--- src/rtl/nn_ctrl_pkg.sv ---
// Shared constants and FSM state type for the perceptron network sequencer.
package nn_ctrl_pkg;

  localparam int unsigned N_NEURONS         = 4;
  localparam int unsigned PARAMS_PER_NEURON = 6;
  localparam int unsigned N_PARAM_BYTES     = N_NEURONS * PARAMS_PER_NEURON;
  localparam int unsigned N_INPUT_BYTES     = N_NEURONS;

  typedef enum logic [2:0] {
    StIdle,
    StLoadParam,
    StLoadInput,
    StSettle,
    StCapture,
    StDone
  } state_e;

endpackage

--- src/rtl/nn_byte_loader.sv ---
// Byte-stream loader: accepts NumBytes bytes while enabled and emits registered
// write strobe, address and data one cycle after each accepting cycle.
module nn_byte_loader #(
  parameter int unsigned NumBytes = 24,
  parameter int unsigned AddrW    = 5,
  parameter int unsigned DataW    = 8
) (
  input  logic             clk,
  input  logic             rst_n,
  input  logic             en,
  input  logic             in_valid,
  input  logic [DataW-1:0] in_data,
  output logic             ready,
  output logic             last,
  output logic             we,
  output logic [AddrW-1:0] addr,
  output logic [DataW-1:0] wdata
);

  logic [AddrW-1:0] cnt_q;
  logic             accept;

  assign ready  = en;
  assign accept = en && in_valid;
  assign last   = accept && (cnt_q == AddrW'(NumBytes - 1));

  always_ff @(posedge clk or negedge rst_n) begin
    if (!rst_n) begin
      cnt_q <= '0;
      we    <= 1'b0;
      addr  <= '0;
      wdata <= '0;
    end else begin
      we <= accept;
      if (accept) begin
        addr  <= cnt_q;
        wdata <= in_data;
        // Wrap on the final byte so the next load starts from index 0.
        cnt_q <= last ? '0 : cnt_q + AddrW'(1);
      end
    end
  end

endmodule

--- src/rtl/nn_sequencer.sv ---
// Central controller for the 4-neuron perceptron: steers streamed bytes into
// the parameter/input registers and sequences 1-4 settle/capture passes.
module nn_sequencer #(
  parameter int unsigned N_NEURONS         = 4,
  parameter int unsigned PARAMS_PER_NEURON = 6,
  parameter int unsigned DATA_W            = 8,
  parameter int unsigned SETTLE_CYCLES     = 1
) (
  input  logic              clk,
  input  logic              rst_n,
  input  logic [DATA_W-1:0] in_data,
  input  logic              in_valid,
  output logic              in_ready,
  input  logic              load_params,
  input  logic              start,
  input  logic [1:0]        cfg_passes,
  output logic              p_we,
  output logic [4:0]        p_addr,
  output logic [DATA_W-1:0] p_wdata,
  output logic              x_we,
  output logic [1:0]        x_idx,
  output logic [DATA_W-1:0] x_wdata,
  output logic              fb_we,
  output logic              cap_en,
  output logic              busy,
  output logic              done,
  output logic              params_valid,
  output logic [1:0]        pass_cnt
);
  import nn_ctrl_pkg::*;

  localparam int unsigned SettleW = $clog2(SETTLE_CYCLES + 1);

  state_e             state_q;
  logic [1:0]         passes_q;
  logic [SettleW-1:0] settle_q;
  logic               p_ready, x_ready, p_last, x_last;

  assign in_ready = p_ready | x_ready;
  assign busy     = (state_q != StIdle);

  nn_byte_loader #(
    .NumBytes(N_NEURONS * PARAMS_PER_NEURON),
    .AddrW   (5),
    .DataW   (DATA_W)
  ) u_param_loader (
    .clk     (clk),
    .rst_n   (rst_n),
    .en      (state_q == StLoadParam),
    .in_valid(in_valid),
    .in_data (in_data),
    .ready   (p_ready),
    .last    (p_last),
    .we      (p_we),
    .addr    (p_addr),
    .wdata   (p_wdata)
  );

  nn_byte_loader #(
    .NumBytes(N_NEURONS),
    .AddrW   (2),
    .DataW   (DATA_W)
  ) u_input_loader (
    .clk     (clk),
    .rst_n   (rst_n),
    .en      (state_q == StLoadInput),
    .in_valid(in_valid),
    .in_data (in_data),
    .ready   (x_ready),
    .last    (x_last),
    .we      (x_we),
    .addr    (x_idx),
    .wdata   (x_wdata)
  );

  always_ff @(posedge clk or negedge rst_n) begin
    if (!rst_n) begin
      state_q      <= StIdle;
      passes_q     <= 2'd0;
      pass_cnt     <= 2'd0;
      settle_q     <= '0;
      params_valid <= 1'b0;
      cap_en       <= 1'b0;
      fb_we        <= 1'b0;
      done         <= 1'b0;
    end else begin
      cap_en <= 1'b0;
      fb_we  <= 1'b0;
      done   <= 1'b0;
      unique case (state_q)
        StIdle: begin
          if (load_params) begin
            state_q      <= StLoadParam;
            params_valid <= 1'b0;
            pass_cnt     <= 2'd0;
            passes_q     <= cfg_passes;
          end else if (start && params_valid) begin
            state_q  <= StLoadInput;
            pass_cnt <= 2'd0;
            passes_q <= cfg_passes;
          end
        end
        StLoadParam: begin
          if (p_last) begin
            params_valid <= 1'b1;
            state_q      <= StLoadInput;
          end
        end
        StLoadInput: begin
          if (x_last) begin
            state_q  <= StSettle;
            settle_q <= '0;
          end
        end
        StSettle: begin
          if (settle_q == SettleW'(SETTLE_CYCLES - 1)) begin
            state_q <= StCapture;
            cap_en  <= 1'b1;
            // Feedback is issued alongside every capture except the last.
            fb_we   <= (pass_cnt != passes_q);
          end else begin
            settle_q <= settle_q + SettleW'(1);
          end
        end
        StCapture: begin
          if (pass_cnt == passes_q) begin
            state_q <= StDone;
            done    <= 1'b1;
          end else begin
            pass_cnt <= pass_cnt + 2'd1;
            settle_q <= '0;
            state_q  <= StSettle;
          end
        end
        StDone:  state_q <= StIdle;
        default: state_q <= StIdle;
      endcase
    end
  end

endmodule

--- config.mk ---
export PLATFORM = sky130hd
export DESIGN_NAME = nn_sequencer
export DESIGN_NICKNAME = d
export VERILOG_FILES = /design/src/rtl/nn_ctrl_pkg.sv /design/src/rtl/nn_byte_loader.sv /design/src/rtl/nn_sequencer.sv
export SDC_FILE = /design/constraint.sdc
export NUM_CORES = 1
export LEC_CHECK = 0
export BUFFER_PORTS_ARGS = -buffer_cell sky130_fd_sc_hd__buf_2
export CORE_UTILIZATION = 45
export DETAILED_ROUTE_END_ITERATION = 12
export PLACE_DENSITY = 0.7
export SYNTH_ARGS = -nofsm -noshare
export SYNTH_HDL_FRONTEND = slang
export SYNTH_SLANG_ARGS = --single-unit
export TNS_END_PERCENT = 50
--- constraint.sdc ---
create_clock -name clk -period 2.1 [get_ports clk]
set_input_delay 0.315 -clock clk [delete_from_list [all_inputs] [get_ports clk]]
set_output_delay 0.315 -clock clk [all_outputs]
set_load 0.01 [all_outputs]
==> results of run 1 <==
## per-stage QoR
| stage | power [mW] | utilization |
|---|---|---|
| 6_report | 3.47 | 0.592 |
| 4_1_cts | 3.51 | 0.592 |
| 2_1_floorplan | 2.35 | - |
| 5_1_grt | 3.71 | 0.592 |
| 3_5_place_dp | 2.76 | 0.557 |
| 3_3_place_gp | 2.68 | 0.557 |
## sequential cells by signal, indices dropped and copies added, names as in the netlist, 2 cells and up
register,cells
u_input_loader.wdata,8
u_param_loader.wdata,8
u_param_loader.addr,5
u_param_loader.cnt_q,5
state_q,3
pass_cnt,2
passes_q,2
u_input_loader.addr,2
u_input_loader.cnt_q,2
## area by class of cell
| type | instances | area [um^2] | share of cell area |
|---|---|---|---|
| clock buffer | 6 | 72.6 | 0.0323 |
| tap | 48 | 60.1 | 0.0267 |
| multi-input combinational | 81 | 702 | 0.312 |
| clock inverter | 2 | 60.1 | 0.0267 |
| sequential | 43 | 1080 | 0.479 |
| inverter | 3 | 18.8 | 0.00835 |
| timing repair buffer | 50 | 258 | 0.115 |
## layout by cell type, fill, tap and decap left out, types with 2 or more instances in the layout
cell type,Yosys,final
buf_2,1,47
dfrtp_1,43,43
mux2_2,27,27
nand2_1,8,8
nor2_1,6,6
a21oi_1,5,5
clkbuf_8,0,5
nor2b_1,3,3
buf_4,1,3
xnor2_1,2,2
xor2_1,2,2
mux2_4,2,2
o21ai_0,2,2
inv_1,2,2
ha_1,2,2
bufinv_16,0,2
## how the worst max path moves through the flow
stage                     startpoint                      end  slack [ns]  cells past startpoint
final                     state_q[1]                     busy        0.39                      2
after global placement    state_q[1]  u_param_loader.cnt_q[4]        0.48                      4
after detailed placement  state_q[2]  u_param_loader.cnt_q[4]        0.40                      4
after CTS                 state_q[1]                     busy        0.39                      2
after global routing      state_q[2]  u_param_loader.cnt_q[4]        0.27                      4
after floorplan           state_q[0]              passes_q[0]        0.61                      4
## critical path, stage by stage, from the launching register on
cell and delay, ns:
dfrtp_1 0.48, or3_4 0.47, buf_2 0.16
## metal layers
| layer | up-vias | GRT usage | wire (um) | share of wire |
|---|---|---|---|---|
| met4 | 0 | 0.0904 | 70 | 0.022 |
| met1 | 593 | 0.220 | 1490 | 0.47 |
| met2 | 35 | 0.249 | 1460 | 0.46 |
| li1 | 569 | - | - | - |
| met5 | - | 0 | 0 | 0 |
| met3 | 8 | 0.0569 | 159 | 0.050 |
## power groups by stage
| stage | logic [mW] | clock network, mW | registers (mW) |
|---|---|---|---|
| after floorplan | 0.843 | 0 | 1.51 |
| after global placement | 1.24 | 0 | 1.44 |
| after detailed placement | 1.29 | 0 | 1.47 |
| after CTS | 1.29 | 0.761 | 1.46 |
| after global routing | 1.41 | 0.796 | 1.50 |
| final | 1.27 | 0.746 | 1.45 |
## logic make-up after synthesis
group           synth area share
compound gates            0.0533
xor+xnor                  0.0189
fa+ha+maj                 0.0135
buf+inv                   0.0412
flops                      0.580
mux                        0.186
simple gates               0.107
==> qor.yml, run 1 <==
outcome:
  status: "completed"
yosys:
  ys.flop_type: "dfrtp_1"
  ys_ff_latch: 43
  yosysMostFrequentCell: "dfrtp_1"
  yosys-top-cells-area: "dfrtp_1 58%, mux2_2 16%, buf_6 2.4%, mux2_4 1.6%, nand2_1 1.6%"
  yosys_warnings: 0
  ys_types: 38
  async_flop_share: 1.00
  synth_top_area_share: 0.580
  syn-num-nets: 150
  synth_edf_count: 0
  syn_avg_cell_area_um2: 13.9
  ys_seq_area_frac: 0.580
  synth_commonest_cells: "43 x dfrtp_1, 27 x mux2_2, 8 x nand2_1"
  synthCells: 133
  syn_area_um2: 1850
  synth_top_cell_by_area: "dfrtp_1"
timing:
  maxClockFrequency_mhz: 584
  period_needed_ns: 1.71
  setup_viol: 0
  final_hold_viol_count: 0
  rsz0062_at_grt: "false"
  tightest_slew_ns: 0.524
  fin_skew_ns: 0.00443
  setup_slack_ns: 0.386
  fin_crit_sh: 0.816
  drv_slew: 0
  holdWs_ns: 0.0835
  tns_ns: 0
  relSlewSlack: 0.651
cts:
  post_cts_resized: 0
  ctsRootBufferMaster: "clkbuf_8"
  clk_latency_ns: 0.29
  cts_hold_buf: 0
  cts_tree: "done"
  post_cts_buffers: 0
  cts_buffers: 5
  clock-sinks: 43
  clock_path_buffers: 2
  cts_htree_levels: 2
  clk_pin_slew_ns: 0.07
critical_path:
  worstPathArrival_ns: 1.40
  reg2reg_depth: 4
  timing.rr.end: "u_param_loader.cnt_q[4]"
  end_kind: "output port"
  r2r_start: "state_q[1]"
  cp.required_ns: 1.78
  criticalPathCategory: "register to output port"
  r2r_slack_ns: 0.40
  crit_path_start_kind: "register"
  critPathMaxFanout: 10
placement:
  dp_cells: 225
  gp_congestion: 0.782
  dp_hpwl_mm: 2.29
  place_ws_ns: 0.405
  place_area_um2: 2110
  io_buffer_count: 47
final_layout:
  layout-drive-gt1-share: 0.497
  layoutNonFillerInstCount: 233
  antenna_cells: 0
  nNetsFinal: 201
  final_cell_area_um2: 2250
  n_fill_cell: 313
  area.growth.synth_to_final_pct: 21.2
flow_run:
  maxCapViolations: 0
power_and_ir_drop:
  p_leak_nw: 1.12
  irDropWorstVdd_mv: 0.748
  clkPwrFrac: 0.215
  switching_share: 0.329
  p_sw_mw: 1.14
  comb_power_share: 0.366
  pwr-share-seq: 0.419
  power.density_nw_per_um2: 1550
  p_int_mw: 2.33
floorplan:
  initial_utilization: 0.488
  rows: 22
  die_w_um: 66.2
  io_pins: 48
  core_area_um2: 3800
  die_h_um: 66.2
  dieArea_um2: 4380
detailed_routing:
  drc: 0
  ant_nets: 0
  wl_per_cell_um: 13.6
  first_pass_iters: 4
  wirelength_mm: 3.18
  routed_via_density: 5.17
  drt-initial-drc-count: 72
  vias: 1205
grt:
  grt_pass1_wl_mm: 5.29
  grt_pass1_vias: 1184
  grt_max_degree: 44
  grt.total_usage: 0.169
  antenna_found_initial: 0
  grt-ovfl-total: 0
min_path:
  min_path_type: "input port to asynchronous set/reset pin"
(Power assumes the default switching activity.)
==> run 2, diff against run 1 <==
--- a/config.mk
+++ b/config.mk
@@ -5,10 +5,11 @@
 export SDC_FILE = /design/constraint.sdc
 export NUM_CORES = 1
 export LEC_CHECK = 0
+export ABC_AREA = 1
 export BUFFER_PORTS_ARGS = -buffer_cell sky130_fd_sc_hd__buf_2
 export CORE_UTILIZATION = 45
 export DETAILED_ROUTE_END_ITERATION = 12
-export PLACE_DENSITY = 0.7
+export PLACE_DENSITY = 0.72
 export SYNTH_ARGS = -nofsm -noshare
 export SYNTH_HDL_FRONTEND = slang
 export SYNTH_SLANG_ARGS = --single-unit
==> constraint.sdc (replaced) <==
create_clock -name clk -period 1.4 [get_ports clk]
set_input_delay 0.21 -clock clk [delete_from_list [all_inputs] [get_ports clk]]
set_output_delay 0.21 -clock clk [all_outputs]
set_load 0.01 [all_outputs]
==> run 2 against run 1 <==
Wire length up 17%. Worst setup slack worse by 0.36 ns. Core utilization up 0.40 points. Critical path depth up 1. Non-clock buffer count up 6. First-iteration DRC count up 50%. Synthesized cell count up 59%. Combinational power up 84%. Critical endpoint unchanged.
==> qor.yml, run 2 <==
outcome:
  status: "completed"
min_path:
  min_path_type: "input port to register"
  holdPathStages: 3
power_and_ir_drop:
  power.density_nw_per_um2: 2240  # +45%
  irDropWorstVdd_mv: 1.16  # +56%
  finalPower_mw: 5.45  # +57%
  p_leak_nw: 1.31  # +17%
floorplan:
  rows: 23  # +4.5%
  dieArea_um2: 4600  # +5.1%
  core_area_um2: 4090  # +7.6%
  die_w_um: 67.9  # +2.5%
  io_pins: 48  # unchanged
  initial_utilization: 0.478  # -0.0105
  die_h_um: 67.9  # +2.5%
timing:
  fin_crit_sh: 0.978
  drv_slew: 0  # unchanged
  fin_skew_ns: 0.00227  # -0.00215 ns
  relSlewSlack: 0.742  # +0.0914
  final_hold_viol_count: 0  # unchanged
  tns_ns: 0  # unchanged
  period_needed_ns: 1.37
  tightest_slew_ns: 0.386  # -0.138 ns
  maxClockFrequency_mhz: 731
  rsz0062_at_grt: "true"
  setup_viol: 0  # unchanged
yosys:
  ys_seq_area_frac: 0.551  # -0.0290
  synth_commonest_cells: "53 x nand2_1, 43 x dfrtp_1, 26 x inv_1"
  yosys.area_share.xor_xnor: 0.00897  # -0.00992
  synthAdderAreaFrac: 0.0128  # -0.000675
  yosys_warnings: 0  # unchanged
  synth_top_family_by_area: "simple AND/OR/NAND/NOR gates"
  yosysMostFrequentCell: "nand2_1"
  synth_top_area_share: 0.551  # -0.0290
  synth_compound_area_frac: 0.127  # +0.0736
  async_flop_share: 1.00  # unchanged
  synthCells: 211  # +59%
  synthMuxAreaShare: 0  # -0.186
  ys.flop_type: "dfrtp_1"
  syn_area_um2: 1950  # +5.3%
  yosys.area_share.simple: 0.206  # +0.0985
  ys_types: 25  # -34%
  syn-num-nets: 228  # +52%
  ys_ff_latch: 43  # unchanged
  syn_avg_cell_area_um2: 9.25  # -34%
  synth_edf_count: 0  # unchanged
  synth_top_cell_by_area: "dfrtp_1"
  yosys-top-cells-area: "dfrtp_1 55%, nand2_1 10%, inv_1 5.0%, o21ai_2 4.5%, nor2_1 3.7%"
critical_path:
  crit_cells: 3  # +1
  crit_path_start_kind: "register"
  critPathMaxFanout: 4  # -6
  worstPathArrival_ns: 1.16  # -0.24 ns
  end_kind: "output port"
  max_stage_delay_ns: 0.45  # -0.03 ns
  crit_family: "flip-flops"
  reg2reg_depth: 6  # +2
  path_cells: "nor2_2 > nand2_2 > buf_2"
  path_buf_inv: 1  # unchanged
  critPathSlowestCell: "dfrtp_2"
  criticalPathCategory: "register to output port"
  cp.required_ns: 1.19  # -0.59 ns
final_layout:
  layoutNonFillerInstCount: 319  # +37%
  nNetsFinal: 285  # +42%
  top_regs: "u_input_loader.wdata (8), u_param_loader.wdata (8)"
  final_cell_mix: "51 x nand2_1, 46 x buf_2, 42 x dfrtp_1"
  fin_util: 0.596  # +0.00396
  antenna_cells: 0  # unchanged
  layout-drive-gt1-share: 0.361  # -0.137
  final_common_cell: "nand2_1"
  area.growth.synth_to_final_pct: 24.7
cts:
  clk_latency_ns: 0.29  # about the same
  cts_buffers: 5  # unchanged
  ctsRootBufferMaster: "clkbuf_8"
  clk_pin_slew_ns: 0.08  # about the same
  clock-sinks: 43  # unchanged
  cts_tree: "done"
  clock_path_buffers: 2  # unchanged
  cts_htree_levels: 2  # unchanged
grt:
  grt_pass1_vias: 1333  # +13%
  grt-ovfl-total: 0  # unchanged
  grt_max_degree: 44  # unchanged
  grt_pass1_wl_mm: 5.97  # +13%
  met1_usage: 0.241  # +0.0215
  met2_usage: 0.270  # +0.0211
  grt.total_usage: 0.173  # +0.00370
  grt_busiest_layer: "met2"
  antenna_found_initial: 0  # unchanged
  gr-usage-met3: 0.0400  # -0.0169
placement:
  dp_hpwl_mm: 2.51  # +9.4%
  dp_cells: 306  # +36%
  io_buffer_count: 47  # unchanged
  gp_congestion: 0.760  # -2.8%
flow_run:
  maxCapViolations: 0  # unchanged
detailed_routing:
  first_pass_iters: 4  # unchanged
  wl_per_cell_um: 11.6  # -15%
  ant_nets: 0  # unchanged
  wirelength_mm: 3.71  # +17%
  drt-initial-drc-count: 108  # +50%
  routed_via_density: 4.82  # -6.8%
  drc: 0  # unchanged
  vias: 1537  # +28%
run 2: cell count changes after synthesis, sizes merged, moves of 5 or more:
cell and change:
o21ai +22, nand3 +5, nand2 +46, nor2 +17, mux2 -29, inv +28
a21oi +7
run 2: final timing paths:
path,startpoint,end,slack [ns]
worst max-delay path,state_q[1],busy,0.03
worst max register to register,state_q[2],u_input_loader.wdata[7],0.11
max in group asynchronous,rst_n,state_q[1],0.76
worst min-delay path,cfg_passes[1],passes_q[1],0.16
worst min register to register,u_input_loader.addr[1],u_input_loader.addr[1],0.47
min in group asynchronous,rst_n,u_input_loader.wdata[7],0.41
run 2: layout make-up:
class | instances | area (um^2)
Clock buffer | 6 | 82.6
Fill cell | 358 | 1650
Tap cell | 50 | 62.6
Multi-Input combinational cell | 131 | 723
Sequential cell | 43 | 1080
Inverter | 31 | 116
Clock inverter | 2 | 35.0
Timing Repair Buffer | 56 | 337
run 2: power breakdown:
part | internal [mW] | switching (mW)
registers | 1.77 | 0.369
clock network | 0.577 | 0.403
logic | 0.985 | 1.35
total | 3.33 | 2.12
run 2: timing repair:
action | in CTS | in global routing
hold buffers | 1 | 0
endpoints found under the hold margin | 43 | 0
setup endpoints to repair | 2 | 9
setup buffers | 2 | 2
pin swaps | 2 | 2
gates resized for setup | 6 | 3
run 2: routing by layer:
layer / wire [um] / share of wire
met4: 20 / 0.0054
met5: 0 / 0
met2: 1640 / 0.44
met3: 228 / 0.061
met1: 1820 / 0.49
run 2: cell families (layout without fill, tap and decap cells):
family | Yosys count | in the layout
buffers and inverters | 37 | 95
XOR/XNOR | 2 | 2
flip-flops | 43 | 43
AND/OR/NAND/NOR | 90 | 90
AO/OA/AOI/OAI | 37 | 37
adder cells (fa/ha/maj) | 2 | 2
run 2: through the flow:
stage | setup slack (ns) | cell area [um^2] | hold slack (ns)
2_1_floorplan | 0.248 | 1950 | -0.0856
3_3_place_gp | 0.109 | 2240 | 0.205
4_1_cts | 0.0136 | 2400 | 0.160
6_report | 0.0313 | 2430 | 0.164
3_5_place_dp | 0.0863 | 2240 | 0.207
5_1_grt | -0.0403 | 2430 | 0.173
run 2: worst min-delay path, delay by kind of cell:
| kind | cells | cell delay, ns |
|---|---|---|
| AO/OA/AOI/OAI | 1 | 0.09 |
| buffers and inverters | 1 | 0.07 |
| AND/OR/NAND/NOR | 1 | 0.03 |
